File: config.mk
export PLATFORM = sky130hd
export DESIGN_NAME = rf_wb_arbiter
export DESIGN_NICKNAME = d
export VERILOG_FILES = /design/src/rtl/rf_wb_arbiter_pkg.sv /design/src/rtl/rf_scoreboard.sv /design/src/rtl/rf_wb_arbiter.sv
export SDC_FILE = /design/constraint.sdc
export NUM_CORES = 1
export LEC_CHECK = 0
export CORE_MARGIN = 1.5
export CORE_UTILIZATION = 50
export CTS_CLUSTER_SIZE = 40
export DETAILED_ROUTE_END_ITERATION = 16
export PLACE_DENSITY = 0.91
export SYNTH_ARGS = -nofsm -noshare
export SYNTH_HDL_FRONTEND = slang
export SYNTH_SLANG_ARGS = --single-unit
File: constraint.sdc
create_clock -name clk -period 6.1 [get_ports clk]
set_input_delay 1.22 -clock clk [delete_from_list [all_inputs] [get_ports clk]]
set_output_delay 1.22 -clock clk [all_outputs]
set_load 0.01 [all_outputs]
File: src/rtl/rf_wb_arbiter_pkg.sv
// rtl/rf_wb_arbiter_pkg.sv - shared widths, source encoding and defaults for the writeback arbiter
package rf_wb_arbiter_pkg;

  localparam int REG_ADDR_W       = 5;
  localparam int XLEN             = 32;
  localparam int STARVE_LIMIT_DEF = 4;

  typedef enum logic {
    SRC_A = 1'b0,
    SRC_B = 1'b1
  } src_e;

  function automatic logic is_real_reg(input logic [REG_ADDR_W-1:0] idx);
    return idx != '0;
  endfunction

endpackage

File: src/rtl/rf_scoreboard.sv
// rtl/rf_scoreboard.sv - pending-destination scoreboard with set-over-clear priority and hazard lookup
module rf_scoreboard
  import rf_wb_arbiter_pkg::*;
(
  input  logic                  clk,
  input  logic                  rst,
  input  logic                  set_en_i,
  input  logic [REG_ADDR_W-1:0] set_idx_i,
  input  logic                  clr_en_i,
  input  logic [REG_ADDR_W-1:0] clr_idx_i,
  input  logic [REG_ADDR_W-1:0] rs_idx_i,
  input  logic [REG_ADDR_W-1:0] rt_idx_i,
  output logic [31:0]           pending_o,
  output logic                  hazard_rs_o,
  output logic                  hazard_rt_o
);

  logic [31:0] pending_q;
  logic [31:0] pending_d;

  // Clear is applied first so a same-edge issue to the same register keeps it pending.
  always_comb begin
    pending_d = pending_q;
    if (clr_en_i) pending_d[clr_idx_i] = 1'b0;
    if (set_en_i && is_real_reg(set_idx_i)) pending_d[set_idx_i] = 1'b1;
    pending_d[0] = 1'b0;
  end

  always_ff @(posedge clk) begin
    if (rst) pending_q <= '0;
    else     pending_q <= pending_d;
  end

  assign pending_o   = pending_q;
  assign hazard_rs_o = pending_q[rs_idx_i];
  assign hazard_rt_o = pending_q[rt_idx_i];

endmodule

File: src/rtl/rf_wb_arbiter.sv
// rtl/rf_wb_arbiter.sv - two-requester arbiter for the regfile write port with starvation guard
module rf_wb_arbiter
  import rf_wb_arbiter_pkg::*;
#(
  parameter int STARVE_LIMIT = STARVE_LIMIT_DEF,
  parameter int CNT_W        = 4
) (
  input  logic                  clk,
  input  logic                  rst,
  input  logic                  a_we,
  input  logic [REG_ADDR_W-1:0] a_rdc,
  input  logic [XLEN-1:0]       a_data,
  output logic                  a_ready,
  input  logic                  b_valid,
  input  logic [REG_ADDR_W-1:0] b_rdc,
  input  logic [XLEN-1:0]       b_data,
  output logic                  b_ready,
  input  logic                  iss_valid,
  input  logic [REG_ADDR_W-1:0] iss_rdc,
  input  logic [REG_ADDR_W-1:0] rsc,
  input  logic [REG_ADDR_W-1:0] rtc,
  output logic                  hazard_rs,
  output logic                  hazard_rt,
  output logic                  RF_W,
  output logic [REG_ADDR_W-1:0] rdc,
  output logic [XLEN-1:0]       rd,
  output logic                  waw_err
);

  localparam logic [CNT_W-1:0] LIMIT = CNT_W'(STARVE_LIMIT);

  logic                  a_req, b_req, grant_a, grant_b;
  logic [CNT_W-1:0]      starve_q, starve_d;
  logic                  rf_w_q, rf_w_d;
  logic [REG_ADDR_W-1:0] rdc_q, rdc_d;
  logic [XLEN-1:0]       rd_q, rd_d;
  src_e                  out_src_q, out_src_d;
  logic                  waw_q, waw_d;
  logic [31:0]           pending;

  // Writes to r0 never compete for the port; they are simply acknowledged.
  assign a_req   = a_we & is_real_reg(a_rdc);
  assign b_req   = b_valid & is_real_reg(b_rdc);
  assign grant_b = b_req & (~a_req | (starve_q == LIMIT));
  assign grant_a = a_req & ~grant_b;

  assign a_ready = (a_we & grant_a) | (a_we & ~is_real_reg(a_rdc));
  assign b_ready = (b_valid & grant_b) | (b_valid & ~is_real_reg(b_rdc));

  always_comb begin
    starve_d  = starve_q;
    rf_w_d    = grant_a | grant_b;
    rdc_d     = rdc_q;
    rd_d      = rd_q;
    out_src_d = out_src_q;
    waw_d     = waw_q | (grant_a & pending[a_rdc]);

    if (!b_valid || grant_b)                starve_d = '0;
    else if (b_req && (starve_q < LIMIT))   starve_d = starve_q + 1'b1;

    if (grant_b) begin
      rdc_d     = b_rdc;
      rd_d      = b_data;
      out_src_d = SRC_B;
    end else if (grant_a) begin
      rdc_d     = a_rdc;
      rd_d      = a_data;
      out_src_d = SRC_A;
    end
  end

  always_ff @(posedge clk) begin
    if (rst) begin
      starve_q  <= '0;
      rf_w_q    <= 1'b0;
      rdc_q     <= '0;
      rd_q      <= '0;
      out_src_q <= SRC_A;
      waw_q     <= 1'b0;
    end else begin
      starve_q  <= starve_d;
      rf_w_q    <= rf_w_d;
      rdc_q     <= rdc_d;
      rd_q      <= rd_d;
      out_src_q <= out_src_d;
      waw_q     <= waw_d;
    end
  end

  // Pending clears on the same edge the regfile captures the B result.
  rf_scoreboard u_scoreboard (
    .clk         (clk),
    .rst         (rst),
    .set_en_i    (iss_valid),
    .set_idx_i   (iss_rdc),
    .clr_en_i    (rf_w_q && (out_src_q == SRC_B)),
    .clr_idx_i   (rdc_q),
    .rs_idx_i    (rsc),
    .rt_idx_i    (rtc),
    .pending_o   (pending),
    .hazard_rs_o (hazard_rs),
    .hazard_rt_o (hazard_rt)
  );

  assign RF_W    = rf_w_q;
  assign rdc     = rdc_q;
  assign rd      = rd_q;
  assign waw_err = waw_q;

endmodule

==> flow_metrics.tcl <==
set metrics [dict create \
    status "complete, no violations" \
    globalRouteOverflowTotal 0 \
    grt_usage_pct 28.5 \
    p_leak_uw 0.00215 \
    cts_hold_buf 0 \
    cpPeakStageDelay_ns 0.81 \
    first_pass_iters 6 \
    cts-root-buf "clkbuf_8" \
    pwr-share-comb_pct 20.7 \
    seq_power_share_pct 45.8 \
    syn_area_per_cell_sq_um 9.42 \
    die_y_microns 92.8 \
    switchingPower_uw 314 \
    wl_per_cell_microns 18.6 \
    finalHoldViolCount 0 \
    yosysUniqueCellTypes 41 \
    power_density_nw_per_um2 210 \
    drt_wl_total_microns 12200 \
    r2r_setup_slack_ns 3.98 \
    cts_tree "yes" \
    clock.fmax_ghz 0.198 \
    cp_max_fo 9 \
    layout_common_cells "clkdlybuf4s50_1, dfxtp_1, nor2_1" \
    r2r-end "rd[30]" \
    syn_nets 524 \
    fin_area_sq_um 5600 \
    worst_r2r_path_depth 8 \
    slew-limit-headroom_pct 20.1 \
    port_buffers 136 \
    worstSetupStartpointType "primary input" \
    endpoint_kind "output port" \
    diodes 0 \
    critPathBufInv 2 \
    hold_path_class "register to register" \
    finalCriticalPeriod_ns 5.05 \
    via_per_inst 6.08 \
    clk_latency_ns 0.36 \
    grt_pass1_wl_microns 18800 \
    htreeDepth 3 \
    cp_slowest_cell "clkdlybuf4s50_1" \
    final_common_cell "clkdlybuf4s50_1" \
    syn_inst 428 \
    num_io_pins 137 \
    postCtsSetupRepairBufs 0 \
    yosys_register_bits 75 \
    place.gp.congestion 0.958 \
    hold_path_end "starve_q[3]" \
    cp_top_family "multiplexers" \
    final_layout_size_suffix_gt1_share_pct 9.78 \
    yosysWarnings 0 \
    antenna_found_initial 0 \
    p_int_uw 861 \
    finalSetupTns_ns 0 \
    core-area_sq_um 7770 \
    path_cells "clkdlybuf4s50_1 > mux4_2 > mux4_2 > mux2_2 > clkdlybuf4s50_1" \
    swShare_pct 26.7 \
    dpl_cell_area_sq_um 5390 \
    hpwl_microns 8500 \
    num_vias 3979 \
    clk_path_buf_depth 2 \
    grt_max_degree 74 \
    die_area_sq_um 8610 \
    drtIter0Drc 317 \
    hold_path_depth 2 \
    finalNetCount 644 \
    drc_errors 0 \
    synthesis.area_sq_um 4030 \
    crit_start "rtc[0]" \
    peakVddDrop_mv 0.135 \
    die_x_microns 92.8 \
    clk_pin_slew_ns 0.08 \
    post-route-period-util_pct 82.9 \
    fin_skew_ns 0.0103 \
    setup_violations 0 \
    cts_buffers 9 \
    ctsResizeCount 0 \
    utilization_pct 72.0 \
    hp-start "starve_q[3]" \
    cp.arrival_ns 3.83 \
    syn2layout_area_growth_pct 38.8 \
    slew_violations 0 \
    cts.sinks 75 \
    initial_core_util_pct 51.9 \
    grt_pass1_vias 3861 \
    required_ns 4.88 \
    path_class "primary input to output port" \
    rows 32 \
    rsz0062_at_grt "no" \
    r2r_start "starve_q[0]" \
    ys_seq_area_share_pct 37.2 \
    ant_nets 0 \
    tightest_slew_ns 1.20 \
    maxCapViolations 0 \
    pwr-share-clk_pct 33.5 \
]
flip-flops by register name (all words and copies together) (netlist names):
name / cells
u_scoreboard.pending_o: 31
rd: 32
RF_W: 1
starve_q: 4
waw_err: 1
out_src_q: 1
rdc: 5
area by class of cell:
type | count | area [sq um]
clock buffers | 11 | 151
multi-input cells | 319 | 2370
clock inverters | 4 | 50.0
well taps | 102 | 128
inverters | 3 | 11.3
fillers | 547 | 2170
repair buffers | 140 | 1390
flip-flops and latches | 75 | 1500
how the worst max path moves through the flow:
stage	endpoint	slack [ns]	depth (start not counted)
final	hazard_rt	1.05	5
after floorplan	hazard_rs	2.08	4
after detailed placement	hazard_rt	1.05	5
after CTS	hazard_rs	1.04	5
after global routing	hazard_rs	0.94	5
after global placement	hazard_rt	1.12	5
power by group through the flow:
stage / sequential [uW] / clock, uW / combinational, uW
after floorplan: 550 / 0 / 104
after global placement: 546 / 0 / 234
after detailed placement: 547 / 0 / 240
after CTS: 537 / 397 / 243
after global routing: 540 / 421 / 259
final: 538 / 394 / 243
worst min-delay path, cell delays in order, from the launching register on:
cell and delay, ns:
dfxtp_1 0.35, inv_1 0.06, nor2_1 0.04
cells by family (layout without fill, tap and decap cells):
family	Yosys count	after routing	share of synthesized area [%]
simple gates	130	130	14.5
mux	71	71	25.0
fa+ha+maj	2	2	0.621
flops	75	75	37.2
buf+inv	34	158	4.10
xor+xnor	1	1	0.217
compound gates	115	115	18.3
cells in the mapped netlist, drive strengths merged:
cell	n	area share, %
mux4	23	13
nor2	52	4.8
xnor2	1	0.22
or3b	1	0.22
a21oi	35	4.3
o31a	1	0.22
nand2	48	4.5
and3b	1	0.22
nor3b	5	0.93
nand2b	1	0.16
nor3	3	0.37
nand3	1	0.12
a221oi	1	0.22
o21ai	34	4.5
nand3b	4	0.74
a2bb2oi	1	0.22
inv	3	0.28
nand4b	1	0.22
nor2b	2	0.31
o41ai	2	0.90
or2	1	0.16
nor4	2	0.31
mux2	7	2.0
a211oi	38	7.1
mux2i	41	10
dfxtp	75	37
or4	1	0.28
clkbuf	21	2.0
buf	10	1.9
and3	3	0.47
or3	2	0.31
ha	2	0.62
o21bai	2	0.65
nand4	1	0.16
o21a	1	0.19
nor4bb	1	0.25
routing by layer:
| metal | global-route usage, % | vias to the layer above | part of all wire, % |
|---|---|---|---|
| li1 | - | 1820 | - |
| met1 | 30.9 | 1870 | 36 |
| met2 | 50.5 | 244 | 51 |
| met3 | 8.29 | 45 | 9.6 |
| met4 | 13.4 | 0 | 4.0 |
| met5 | 0 | - | 0 |
per-stage QoR:
stage	setup WS (ns)	cells	total power, uW	hold WS (ns)
floorplan	2.08	428	654	0.436
global placement	1.12	639	780	0.445
detailed placement	1.05	639	787	0.467
CTS	1.04	654	1180	0.491
global route	0.943	654	1220	0.521
finish	1.05	654	1170	0.489
Power figures use the tool's default switching activity.
